**config.mk**
```make
export PLATFORM = sky130hd
export DESIGN_NAME = image_mem_arbiter_flat
export DESIGN_NICKNAME = d
export VERILOG_FILES = /design/src/rtl/img_mem_pkg.sv /design/src/rtl/image_mem_arbiter_if.sv /design/src/rtl/img_fill_seq.sv /design/src/rtl/image_mem_arbiter.sv /design/src/flat_wrapper.sv
export SDC_FILE = /design/constraint.sdc
export NUM_CORES = 1
export LEC_CHECK = 0
export BUFFER_PORTS_ARGS = -buffer_cell sky130_fd_sc_hd__buf_4
export CORE_AREA = 2 2 84 70
export CTS_CLUSTER_SIZE = 8
export DETAILED_ROUTE_END_ITERATION = 8
export DIE_AREA = 0 0 86 72
export GPL_ROUTABILITY_DRIVEN = 1
export PLACE_DENSITY = 0.78
export SLEW_MARGIN = 20
export SYNTH_ARGS = -nofsm -noshare
export SYNTH_HDL_FRONTEND = slang
export SYNTH_HIERARCHICAL = 1
export SYNTH_SLANG_ARGS = --single-unit
```
**constraint.sdc**
```tcl
create_clock -name clk -period 2.4 [get_ports clk]
set_input_delay 0.12 -clock clk [delete_from_list [all_inputs] [get_ports clk]]
set_output_delay 0.12 -clock clk [all_outputs]
set_load 0.02 [all_outputs]
```
**src/rtl/img_mem_pkg.sv**
```systemverilog
// Shared constants and types for the image memory arbiter.
// Frame geometry is 160x120 8-bit grey pixels in a single-port RAM.
package img_mem_pkg;

  localparam int ADDR_W               = 15;
  localparam int DATA_W               = 8;
  localparam int DEPTH                = 19200;
  localparam int STARVE_LIMIT_DEFAULT = 1024;

  localparam logic [ADDR_W-1:0] LAST_FILL_ADDR = ADDR_W'(DEPTH - 1);

  typedef enum logic [1:0] {
    IDLE = 2'd0,
    FILL = 2'd1,
    DONE = 2'd2
  } fill_state_t;

  typedef enum logic [1:0] {
    GNT_NONE = 2'd0,
    GNT_DISP = 2'd1,
    GNT_FILL = 2'd2,
    GNT_HOST = 2'd3
  } grant_t;

  // Counter width able to hold the saturation value itself.
  function automatic int cnt_width(input int limit);
    return $clog2(limit + 1);
  endfunction

endpackage

```
**src/rtl/image_mem_arbiter_if.sv**
```systemverilog
// Display-read, host-write and memory-side signals of the image memory arbiter.
// slave = arbiter view; master = the surrounding system (VGA mapper, host, RAM).
interface image_mem_arbiter_if;
  import img_mem_pkg::*;

  logic              disp_req;
  logic [ADDR_W-1:0] disp_addr;
  logic [DATA_W-1:0] disp_data;
  logic              disp_valid;

  logic              wr_valid;
  logic [ADDR_W-1:0] wr_addr;
  logic [DATA_W-1:0] wr_data;
  logic              wr_ready;

  logic              mem_en;
  logic              mem_we;
  logic [ADDR_W-1:0] mem_addr;
  logic [DATA_W-1:0] mem_wdata;
  logic [DATA_W-1:0] mem_rdata;

  modport slave (
    input  disp_req, disp_addr, wr_valid, wr_addr, wr_data, mem_rdata,
    output disp_data, disp_valid, wr_ready, mem_en, mem_we, mem_addr, mem_wdata
  );

  modport master (
    output disp_req, disp_addr, wr_valid, wr_addr, wr_data, mem_rdata,
    input  disp_data, disp_valid, wr_ready, mem_en, mem_we, mem_addr, mem_wdata
  );

endinterface

```
**src/rtl/img_fill_seq.sv**
```systemverilog
// Full-frame fill sequencer: walks addresses 0..DEPTH-1 writing a latched value,
// advancing only on cycles the arbiter actually grants it the memory.
module img_fill_seq
  import img_mem_pkg::*;
(
  input  logic              clk,
  input  logic              rst_n,
  input  logic              start_i,
  input  logic [DATA_W-1:0] value_i,
  input  logic              advance_i,
  output logic              req_o,
  output logic [ADDR_W-1:0] addr_o,
  output logic [DATA_W-1:0] data_o,
  output logic              busy_o,
  output logic              done_o
);

  fill_state_t       state_q;
  logic [ADDR_W-1:0] addr_q;
  logic [DATA_W-1:0] value_q;
  logic              busy_q;
  logic              done_q;

  always_ff @(posedge clk or negedge rst_n) begin
    if (!rst_n) begin
      state_q <= IDLE;
      addr_q  <= '0;
      value_q <= '0;
      busy_q  <= 1'b0;
      done_q  <= 1'b0;
    end else begin
      case (state_q)
        IDLE: begin
          if (start_i) begin
            state_q <= FILL;
            addr_q  <= '0;
            value_q <= value_i;
            busy_q  <= 1'b1;
          end
        end
        FILL: begin
          // Address only moves when the write really happened this cycle.
          if (advance_i) begin
            if (addr_q == LAST_FILL_ADDR) begin
              state_q <= DONE;
              busy_q  <= 1'b0;
              done_q  <= 1'b1;
            end else begin
              addr_q <= addr_q + 1'b1;
            end
          end
        end
        DONE: begin
          state_q <= IDLE;
          addr_q  <= '0;
          done_q  <= 1'b0;
        end
        default: begin
          state_q <= IDLE;
          addr_q  <= '0;
          busy_q  <= 1'b0;
          done_q  <= 1'b0;
        end
      endcase
    end
  end

  assign req_o  = busy_q;
  assign busy_o = busy_q;
  assign done_o = done_q;
  assign addr_o = addr_q;
  assign data_o = value_q;

endmodule

```
**src/rtl/image_mem_arbiter.sv**
```systemverilog
// Single-port image RAM arbiter: display > fill > host, display never stalled.
// Optional IMG_VBLANK_WR_ONLY_EN restricts host and fill writes to vertical blanking.
module image_mem_arbiter
  import img_mem_pkg::*;
#(
  parameter int STARVE_LIMIT = STARVE_LIMIT_DEFAULT
)
(
  input  logic              clk,
  input  logic              rst_n,
  input  logic              vblank_i,
  input  logic              fill_start_i,
  input  logic [DATA_W-1:0] fill_value_i,
  output logic              fill_busy_o,
  output logic              fill_done_o,
  output logic              host_starved_o,
  image_mem_arbiter_if.slave bus
);

  localparam int               CNT_W   = cnt_width(STARVE_LIMIT);
  localparam logic [CNT_W-1:0] CNT_MAX = CNT_W'(STARVE_LIMIT);

  logic              write_window;
  logic              fill_req;
  logic              fill_busy;
  logic              fill_done;
  logic              fill_adv;
  logic [ADDR_W-1:0] fill_addr;
  logic [DATA_W-1:0] fill_data;
  logic              host_accept;
  grant_t            grant;

  logic [CNT_W-1:0]  starve_cnt_q;
  logic [CNT_W-1:0]  starve_cnt_d;
  logic              host_starved_q;
  logic              disp_valid_q;

`ifdef IMG_VBLANK_WR_ONLY_EN
  assign write_window = vblank_i;
`else
  logic unused_vblank;
  assign unused_vblank = vblank_i;
  assign write_window  = 1'b1;
`endif

  img_fill_seq u_fill_seq (
    .clk       (clk),
    .rst_n     (rst_n),
    .start_i   (fill_start_i),
    .value_i   (fill_value_i),
    .advance_i (fill_adv),
    .req_o     (fill_req),
    .addr_o    (fill_addr),
    .data_o    (fill_data),
    .busy_o    (fill_busy),
    .done_o    (fill_done)
  );

  // Gated by rst_n so nothing reaches the RAM while reset is held.
  assign bus.wr_ready = rst_n & ~bus.disp_req & ~fill_busy & write_window;
  assign host_accept  = bus.wr_valid & bus.wr_ready;

  always_comb begin
    grant = GNT_NONE;
    if (!rst_n) begin
      grant = GNT_NONE;
    end else if (bus.disp_req) begin
      grant = GNT_DISP;
    end else if (fill_req && write_window) begin
      grant = GNT_FILL;
    end else if (host_accept) begin
      grant = GNT_HOST;
    end
  end

  assign fill_adv = (grant == GNT_FILL);

  always_comb begin
    bus.mem_en    = 1'b0;
    bus.mem_we    = 1'b0;
    bus.mem_addr  = '0;
    bus.mem_wdata = '0;
    case (grant)
      GNT_DISP: begin
        bus.mem_en   = 1'b1;
        bus.mem_addr = bus.disp_addr;
      end
      GNT_FILL: begin
        bus.mem_en    = 1'b1;
        bus.mem_we    = 1'b1;
        bus.mem_addr  = fill_addr;
        bus.mem_wdata = fill_data;
      end
      GNT_HOST: begin
        bus.mem_en    = 1'b1;
        bus.mem_we    = 1'b1;
        bus.mem_addr  = bus.wr_addr;
        bus.mem_wdata = bus.wr_data;
      end
      default: begin
        bus.mem_en = 1'b0;
      end
    endcase
  end

  // Blocked-streak length; any accepted write or idle host resets it.
  always_comb begin
    starve_cnt_d = '0;
    if (bus.wr_valid && !bus.wr_ready) begin
      starve_cnt_d = (starve_cnt_q == CNT_MAX) ? CNT_MAX : starve_cnt_q + 1'b1;
    end
  end

  always_ff @(posedge clk or negedge rst_n) begin
    if (!rst_n) begin
      starve_cnt_q   <= '0;
      host_starved_q <= 1'b0;
      disp_valid_q   <= 1'b0;
    end else begin
      starve_cnt_q   <= starve_cnt_d;
      host_starved_q <= (starve_cnt_d == CNT_MAX);
      disp_valid_q   <= bus.disp_req;
    end
  end

  assign bus.disp_valid = disp_valid_q;
  assign bus.disp_data  = bus.mem_rdata;
  assign fill_busy_o    = fill_busy;
  assign fill_done_o    = fill_done;
  assign host_starved_o = host_starved_q;

endmodule

```
**src/flat_wrapper.sv**
```systemverilog
// flat-port wrapper written by rule: the top's interface ports become plain ports
module image_mem_arbiter_flat import img_mem_pkg::*;
#(
  parameter int STARVE_LIMIT = STARVE_LIMIT_DEFAULT
)
  (clk, rst_n, vblank_i, fill_start_i, fill_value_i, fill_busy_o, fill_done_o, host_starved_o, bus_disp_req, bus_disp_addr, bus_wr_valid, bus_wr_addr, bus_wr_data, bus_mem_rdata, bus_disp_data, bus_disp_valid, bus_wr_ready, bus_mem_en, bus_mem_we, bus_mem_addr, bus_mem_wdata);
  image_mem_arbiter_if bus_i ();
  input  logic clk;
  input  logic rst_n;
  input  logic vblank_i;
  input  logic fill_start_i;
  input  logic [DATA_W-1:0] fill_value_i;
  output logic fill_busy_o;
  output logic fill_done_o;
  output logic host_starved_o;
  input wire logic [$bits(bus_i.disp_req)-1:0] bus_disp_req;
  input wire logic [$bits(bus_i.disp_addr)-1:0] bus_disp_addr;
  input wire logic [$bits(bus_i.wr_valid)-1:0] bus_wr_valid;
  input wire logic [$bits(bus_i.wr_addr)-1:0] bus_wr_addr;
  input wire logic [$bits(bus_i.wr_data)-1:0] bus_wr_data;
  input wire logic [$bits(bus_i.mem_rdata)-1:0] bus_mem_rdata;
  output wire logic [$bits(bus_i.disp_data)-1:0] bus_disp_data;
  output wire logic [$bits(bus_i.disp_valid)-1:0] bus_disp_valid;
  output wire logic [$bits(bus_i.wr_ready)-1:0] bus_wr_ready;
  output wire logic [$bits(bus_i.mem_en)-1:0] bus_mem_en;
  output wire logic [$bits(bus_i.mem_we)-1:0] bus_mem_we;
  output wire logic [$bits(bus_i.mem_addr)-1:0] bus_mem_addr;
  output wire logic [$bits(bus_i.mem_wdata)-1:0] bus_mem_wdata;
  assign bus_i.disp_req = bus_disp_req;
  assign bus_i.disp_addr = bus_disp_addr;
  assign bus_i.wr_valid = bus_wr_valid;
  assign bus_i.wr_addr = bus_wr_addr;
  assign bus_i.wr_data = bus_wr_data;
  assign bus_i.mem_rdata = bus_mem_rdata;
  assign bus_disp_data = bus_i.disp_data;
  assign bus_disp_valid = bus_i.disp_valid;
  assign bus_wr_ready = bus_i.wr_ready;
  assign bus_mem_en = bus_i.mem_en;
  assign bus_mem_we = bus_i.mem_we;
  assign bus_mem_addr = bus_i.mem_addr;
  assign bus_mem_wdata = bus_i.mem_wdata;
  image_mem_arbiter #(.STARVE_LIMIT(STARVE_LIMIT)) u_core (.clk(clk), .rst_n(rst_n), .vblank_i(vblank_i), .fill_start_i(fill_start_i), .fill_value_i(fill_value_i), .fill_busy_o(fill_busy_o), .fill_done_o(fill_done_o), .host_starved_o(host_starved_o), .bus(bus_i));
endmodule
```
==> results of run 1 <==
==> Yosys cell counts, drive strengths merged, types with 4 or more instances <==
library cell  count  area (µm²)
dfrtp            40        1000
inv              26        97.6
nor2             23        93.8
buf              18         139
a222oi           15         150
o21ai            15        75.1
nand2            13        48.8
nand3            13        82.6
a21oi            10        50.1
a22o              9        80.1
mux2              8        90.1
nor3              6        35.0
xnor2             6        52.6
clkbuf            5        18.8
nand4             5        46.3
o31ai             5        37.5
a21o              4        30.0
or3               4        25.0
xor2              4        35.0
==> metal layers <==
| layer | up-vias | routed length [µm] | global-route usage, % |
|---|---|---|---|
| li1 | 1120 | - | - |
| met1 | 1151 | 3050 | 30.8 |
| met2 | 88 | 3100 | 35.4 |
| met3 | 11 | 439 | 4.44 |
| met4 | 0 | 100 | 9.35 |
| met5 | - | 0 | 0 |
==> layout make-up <==
class	instances	area (µm²)	area share, %
flip-flops and latches	40	1000	30.9
inverters	26	97.6	3.01
clock inverters	1	30.0	0.926
repair buffers	87	658	20.3
clock buffers	7	96.3	2.97
well taps	65	81.3	2.51
multi-input cells	178	1280	39.5
==> logic make-up after synthesis <==
logic type                 after synthesis
and+or+nand+nor                         84
AOI/OAI and AO/OA                       73
buffers and inverters                   49
DFF                                     40
xor gates and xnor gates                10
muxes                                    8
adders and majority gates                3
==> power by group through the flow <==
stage                     logic [mW]  registers (mW)  clock network, mW
after floorplan                0.209           0.791                  0
after global placement         0.339           0.807                  0
after detailed placement       0.347           0.810                  0
after CTS                      0.351           0.797              0.619
after global routing           0.382           0.807              0.652
final                          0.350           0.800              0.604
==> state kept, by name (all words and copies together) (netlist names) <==
register / cells
u_core/u_fill_seq/addr_o: 15
u_core/starve_cnt_q: 11
u_core/u_fill_seq/done_o: 1
u_core/u_fill_seq/data_o: 8
u_core/u_fill_seq/state_q: 2
u_core/bus.disp_valid: 1
u_core/u_fill_seq/busy_o: 1
u_core/host_starved_o: 1
==> final timing paths <==
path | from | endpoint | slack (ns) | depth (start not counted)
setup / recovery | bus_disp_req | u_core/u_fill_seq/addr_o[10] | 0.33 | 8
max in group asynchronous | rst_n | u_core/u_fill_seq/addr_o[9] | 1.58 | 3
hold / removal | fill_value_i[4] | u_core/u_fill_seq/data_o[4] | 0.06 | 2
min in group asynchronous | rst_n | u_core/u_fill_seq/data_o[0] | 0.46 | 3
setup reg to reg | u_core/u_fill_seq/addr_o[0] | u_core/u_fill_seq/addr_o[9] | 0.37 | 6
hold reg to reg | u_core/u_fill_seq/data_o[3] | u_core/u_fill_seq/data_o[3] | 0.52 | 1
==> worst reg2reg max path, stage by stage (launching register included) <==
cell and delay (ns):
dfrtp_1 0.43, ha_1 0.28, and4_4 0.33, nand4_4 0.17, nand2b_1 0.39, o21bai_1 0.13
a21o_1 0.19
==> placed cells by master, fill, tap and decap left out, drive strengths merged, types with 4 or more instances in the layout <==
cell type / n
or3: 4
clkbuf: 7
mux2: 8
nand2: 13
a21o: 4
a21oi: 10
nor3: 6
nand4: 5
nand3: 13
buf: 85
dfrtp: 40
a22o: 9
o21ai: 15
nor2: 23
inv: 26
xor2: 4
a222oi: 15
o31ai: 5
xnor2: 6
==> repair_timing <==
item / in CTS / in global routing
hold endpoints to repair: 41 / 0
setup endpoints to repair: 0 / 0
hold buffers: 2 / 0
==> reports/qor.txt, run 1 <==
nature of the critical path endpoint -> flop
Post-Synth Adder-Cell Area -> 1.48%
Post-synth EDFFs -> 0
NumNets Final -> 401
largest family of logic cells by synthesized area -> compound AO/OA/AOI/OAI gates
Max-Cap Viols -> 0
CP max stage cell -> dlygate4sd3_1
delay-heaviest family, CP -> simple AND/OR/NAND/NOR gates
number of DRC markers in iteration 0 -> 173
fillcell total -> 463
antenna-violating nets left -> 0
CTS tree -> yes
CTS Buffer Depth -> 2
post-CTS setup buffers -> 0
post-cts repair resize count -> 0
Synth warnings -> 6
share of cells above drive strength 1 -> 34.8%
Clock Skews -> 0.0106 ns
worst-path cell chain -> dlygate4sd3_1 -> buf_4 -> nand2b_1 -> nor2_2 -> nand3_4 -> nand2b_1 -> or3_1 -> o21ai_1
Inserted Clock Buffers -> 5
WL final -> 6.69 mm
Setup TNS -> 0 ns
cell area after layout -> 3240 µm²
drt drc -> 0
proportion of synthesized area in mux cells -> 3.56%
PwrDens -> 541 nW/µm²
number of global-route vias before repair -> 2378
maximum vdd drop -> 355 µV
Yosys cell types -> 55
post-synthesis sequential area ratio -> 39.5%
largest net degree at the start of global routing -> 42
# rows -> 24
global-route wire length before repair -> 11.1 mm
HP Class -> in -> reg
xor/xnor cell area share of the yosys netlist -> 3.46%
period utilization -> 86.4%
flops & latches, synth -> 40
share of flip-flops with an asynchronous set or reset -> 100%
Vias per Instance -> 5.87
sw frac -> 27.5%
grt ovf -> 0
Crit Path Category -> in -> reg
GRT Total Usage -> 22.6%
Crit path top cell by count -> nand2b_1
Sink Count -> 40
Final min period -> 2.07 ns
Tot Pwr -> 1.75 mW
run status -> finished clean
Switch Pwr -> 0.483 mW
htree depth -> 2
final slew viol count -> 0
clock share of power -> 34.4%
ant diodes -> 0
setup violators final -> 0
hpwl dp -> 4.85 mm
Ports -> 98
DR vias -> 2370
drt first pass iters -> 5
Port Buf Inserts -> 80
critical path fanouts, max -> 10
area delta synth->final -> 28.0%
Initial Util -> 47.7%
placed cells -> 394
unrepaired setup endpoints after global routing -> no
setup ws final -> 0.326 ns
Power Internal -> 1.27 mW
fin util -> 61.0%
crit-path max cell delay -> 0.55 ns
final hold slack -> 0.0581 ns
initial antenna violation count -> 0
dpl ws -> 0.452 ns
Synth Area in Simple Gates -> 19.6%
post-synthesis cell count -> 267
Die Wd -> 86 µm
LEAKAGE -> 1.56 nW
Compound-Gate Fraction of Synth Area -> 22.4%
main flop type after synthesis -> dfrtp_1
Slew HR -> 59.4%
GPL Wtd Cong -> 0.866
WP buf/inv -> 2
Logic pwr share -> 20.0%
Required @ worst endpoint -> 2.62 ns
Worst-Skew Late Latency -> 0.30 ns
Root Buffer -> clkbuf_8
Fmax -> 482 MHz
sequential share of power -> 45.6%
Synthesized Nets -> 330
Area after DPL -> 3100 µm²
Worst Max-Slew Pin Slew -> 0.607 ns
Finished Layout Cells -> 404
Startpoint Class -> input pin
Critical Path AT -> 2.30 ns
synthesized area per cell -> 9.49 µm²
Clock transition at path regs -> 0.08 ns
Core ar. -> 5320 µm²
Netlist Area Pre-Place -> 2530 µm²
Die H -> 72 µm
Final Hold Viols -> 0
Wirelength per Cell -> 16.6 µm
die footprint -> 6190 µm²
No activity file was read; power rests on OpenSTA's default activity.
==> run 2: changes to the inputs <==
- BUFFER_PORTS_ARGS: -buffer_cell sky130_fd_sc_hd__buf_4 -> -buffer_cell sky130_fd_sc_hd__buf_2
- SETUP_SLACK_MARGIN: default -> 0.02
==> run 2 against run 1 <==
Clock skew fell by 0.0011 ns; clock power rose by 26%; register-to-register slack barely moved; utilization fell by 3.0 points; worst hold slack got worse by 0.0081 ns; setup slack got worse by 0.10 ns; global-route usage fell by 0.20 points; maximum frequency fell by 4.7%; count of clock-buffer cells in the layout fell by 2; largest power group unchanged.
==> reports/qor.txt, run 2 (synthesis gave the netlist of run 1 again) <==
CTS tree -> yes
period utilization -> 90.7% (+4.3 points)
worst flop-to-flop path endpoint -> u_core/u_fill_seq/addr_o[11]
final slew viol count -> 0 (unchanged)
hpwl dp -> 4.73 mm (-2.4%)
Critical Path Start -> bus_disp_req
Sink Count -> 40 (unchanged)
antenna-violating nets left -> 0 (unchanged)
Slew HR -> 56.6% (-2.7 points)
Vias per Instance -> 5.81 (-0.92%)
drt first pass iters -> 5 (unchanged)
CTS Buffer Depth -> 2 (unchanged)
grt ovf -> 0 (unchanged)
number of DRC markers in iteration 0 -> 268 (+55%)
DR vias -> 2354 (-0.68%)
Crit Path Category -> in -> out
unrepaired setup endpoints after global routing -> no
Fmax -> 459 MHz (-4.7%)
# rows -> 24 (unchanged)
Final Hold Viols -> 0 (unchanged)
Wirelength per Cell -> 16.0 µm (-3.4%)
placed cells -> 395 (+0.25%)
die footprint -> 6190 µm² (unchanged)
Worst Max-Slew Pin Slew -> 0.648 ns (+0.0407 ns)
commonest non-fill, non-tap cell in the layout -> buf_2
run status -> finished clean
GRT Total Usage -> 22.4% (-0.20 points)
share of cells above drive strength 1 -> 35.0% (+0.19 points)
Die Wd -> 86 µm (unchanged)
Inserted Clock Buffers -> 5 (unchanged)
GPL Wtd Cong -> 0.867 (+0.10%)
global-route wire length before repair -> 11.0 mm (-1.2%)
Clock transition at path regs -> 0.08 ns (about the same)
area delta synth->final -> 21.7%
fillcell total -> 462 (-0.22%)
Port Buf Inserts -> 80 (unchanged)
Worst-Skew Late Latency -> 0.30 ns (about the same)
Die H -> 72 µm (unchanged)
Worst Setup EP -> bus_mem_addr[13]
critical path fanouts, max -> 14 (+4)
Critical Path AT -> 2.06 ns (-0.24 ns)
Initial Util -> 47.7% (unchanged)
crit-path max cell delay -> 0.53 ns (-0.02 ns)
LEAKAGE -> 1.53 nW (-1.9%)
worst-path cell chain -> dlygate4sd3_1 -> buf_2 -> nand2b_1 -> nor2_1 -> and3_1 -> buf_4 -> a222oi_1 -> nor2_1 -> buf_2
commonest cells after routing, fill and taps aside -> buf_2 (80), dfrtp_1 (40), inv_1 (25), nor2_1 (21), a222oi_1 (15)
reg2reg setup slack -> 0.37 ns (about the same)
max FFs per register -> 15 (unchanged)
Clock Skews -> 0.00954 ns (-0.00108 ns)
reg-to-reg startpoint -> u_core/u_fill_seq/addr_o[0]
Root Buffer -> clkbuf_8
Core ar. -> 5320 µm² (unchanged)
HP Class -> in -> reg
setup violators final -> 0 (unchanged)
initial antenna violation count -> 0 (unchanged)
Required @ worst endpoint -> 2.28 ns (-0.34 ns)
drt drc -> 0 (unchanged)
Max-Cap Viols -> 0 (unchanged)
CP max stage cell -> dlygate4sd3_1
NumNets Final -> 402 (+0.25%)
htree depth -> 2 (unchanged)
Ports -> 98 (unchanged)
ant diodes -> 0 (unchanged)
Setup TNS -> 0 ns (unchanged)
number of global-route vias before repair -> 2217 (-6.8%)
maximum vdd drop -> 383 µV (+7.7%)
Startpoint Class -> input pin
Final min period -> 2.18 ns (+0.103 ns)
post-CTS setup buffers -> 0 (unchanged)
WL final -> 6.48 mm (-3.2%)
post-cts repair resize count -> 0 (unchanged)
hold_buf cts -> 2 (unchanged)
nature of the critical path endpoint -> primary output
reg2reg path depth -> 6 (unchanged)
Finished Layout Cells -> 405 (+0.25%)
PwrDens -> 605 nW/µm² (+12%)
largest net degree at the start of global routing -> 25 (-40%)
run 2: cell count changes in the layout (fill, tap and decap cells not counted), sizes merged:
cell | before | now
bufinv | 1 | 3
clkbuf | 7 | 5
buf | 85 | 86
run 2: critical path, delay by kind of cell:
family          cells  cell delay, ns
simple gates        4            0.56
compound gates      1            0.34
buf+inv             4            1.03
run 2: worst min-delay path by stage:
stage,endpoint,start,depth (start not counted),slack [ns]
global placement,u_core/starve_cnt_q[2],rst_n,2,0.14
finish,u_core/u_fill_seq/data_o[3],fill_value_i[3],2,0.05
global route,u_core/u_fill_seq/data_o[7],fill_value_i[7],2,0.05
CTS,u_core/u_fill_seq/data_o[3],fill_value_i[3],2,0.04
floorplan,u_core/bus.disp_valid,rst_n,0,-0.18
detailed placement,u_core/starve_cnt_q[2],rst_n,2,0.14
run 2: cell type report:
class	instances	area (µm²)	share of cell area, %
clock inverters	3	90.1	2.92
multi-input cells	178	1280	41.5
well taps	65	81.3	2.64
flip-flops and latches	40	1000	32.5
repair buffers	88	465	15.1
clock buffers	5	68.8	2.23
inverters	26	97.6	3.16
run 2: stage by stage:
stage	worst slack, ns	cell area (µm²)	utilization (%)	power [mW]	hold slack, ns
CTS	0.212	3080	58.0	1.88	0.0438
finish	0.223	3080	58.0	1.87	0.0499
floorplan	0.0784	2530	-	1.00	-0.176
detailed placement	0.447	2910	54.7	1.12	0.144
global route	0.0761	3080	58.0	1.96	0.0469
global placement	0.479	2910	54.7	1.11	0.136
run 2: routing by layer:
metal	wire, µm	global-route usage (%)
met5	0	0
met4	131	7.94
met3	407	4.66
met2	3020	33.2
met1	2920	32.6
run 2: power by group:
part	internal (mW)	total [mW]	switching [mW]	leakage, nW
logic	0.140	0.307	0.168	0.926
clock network	0.520	0.762	0.241	0.0784
registers	0.726	0.798	0.0715	0.530
total	1.39	1.87	0.481	1.53
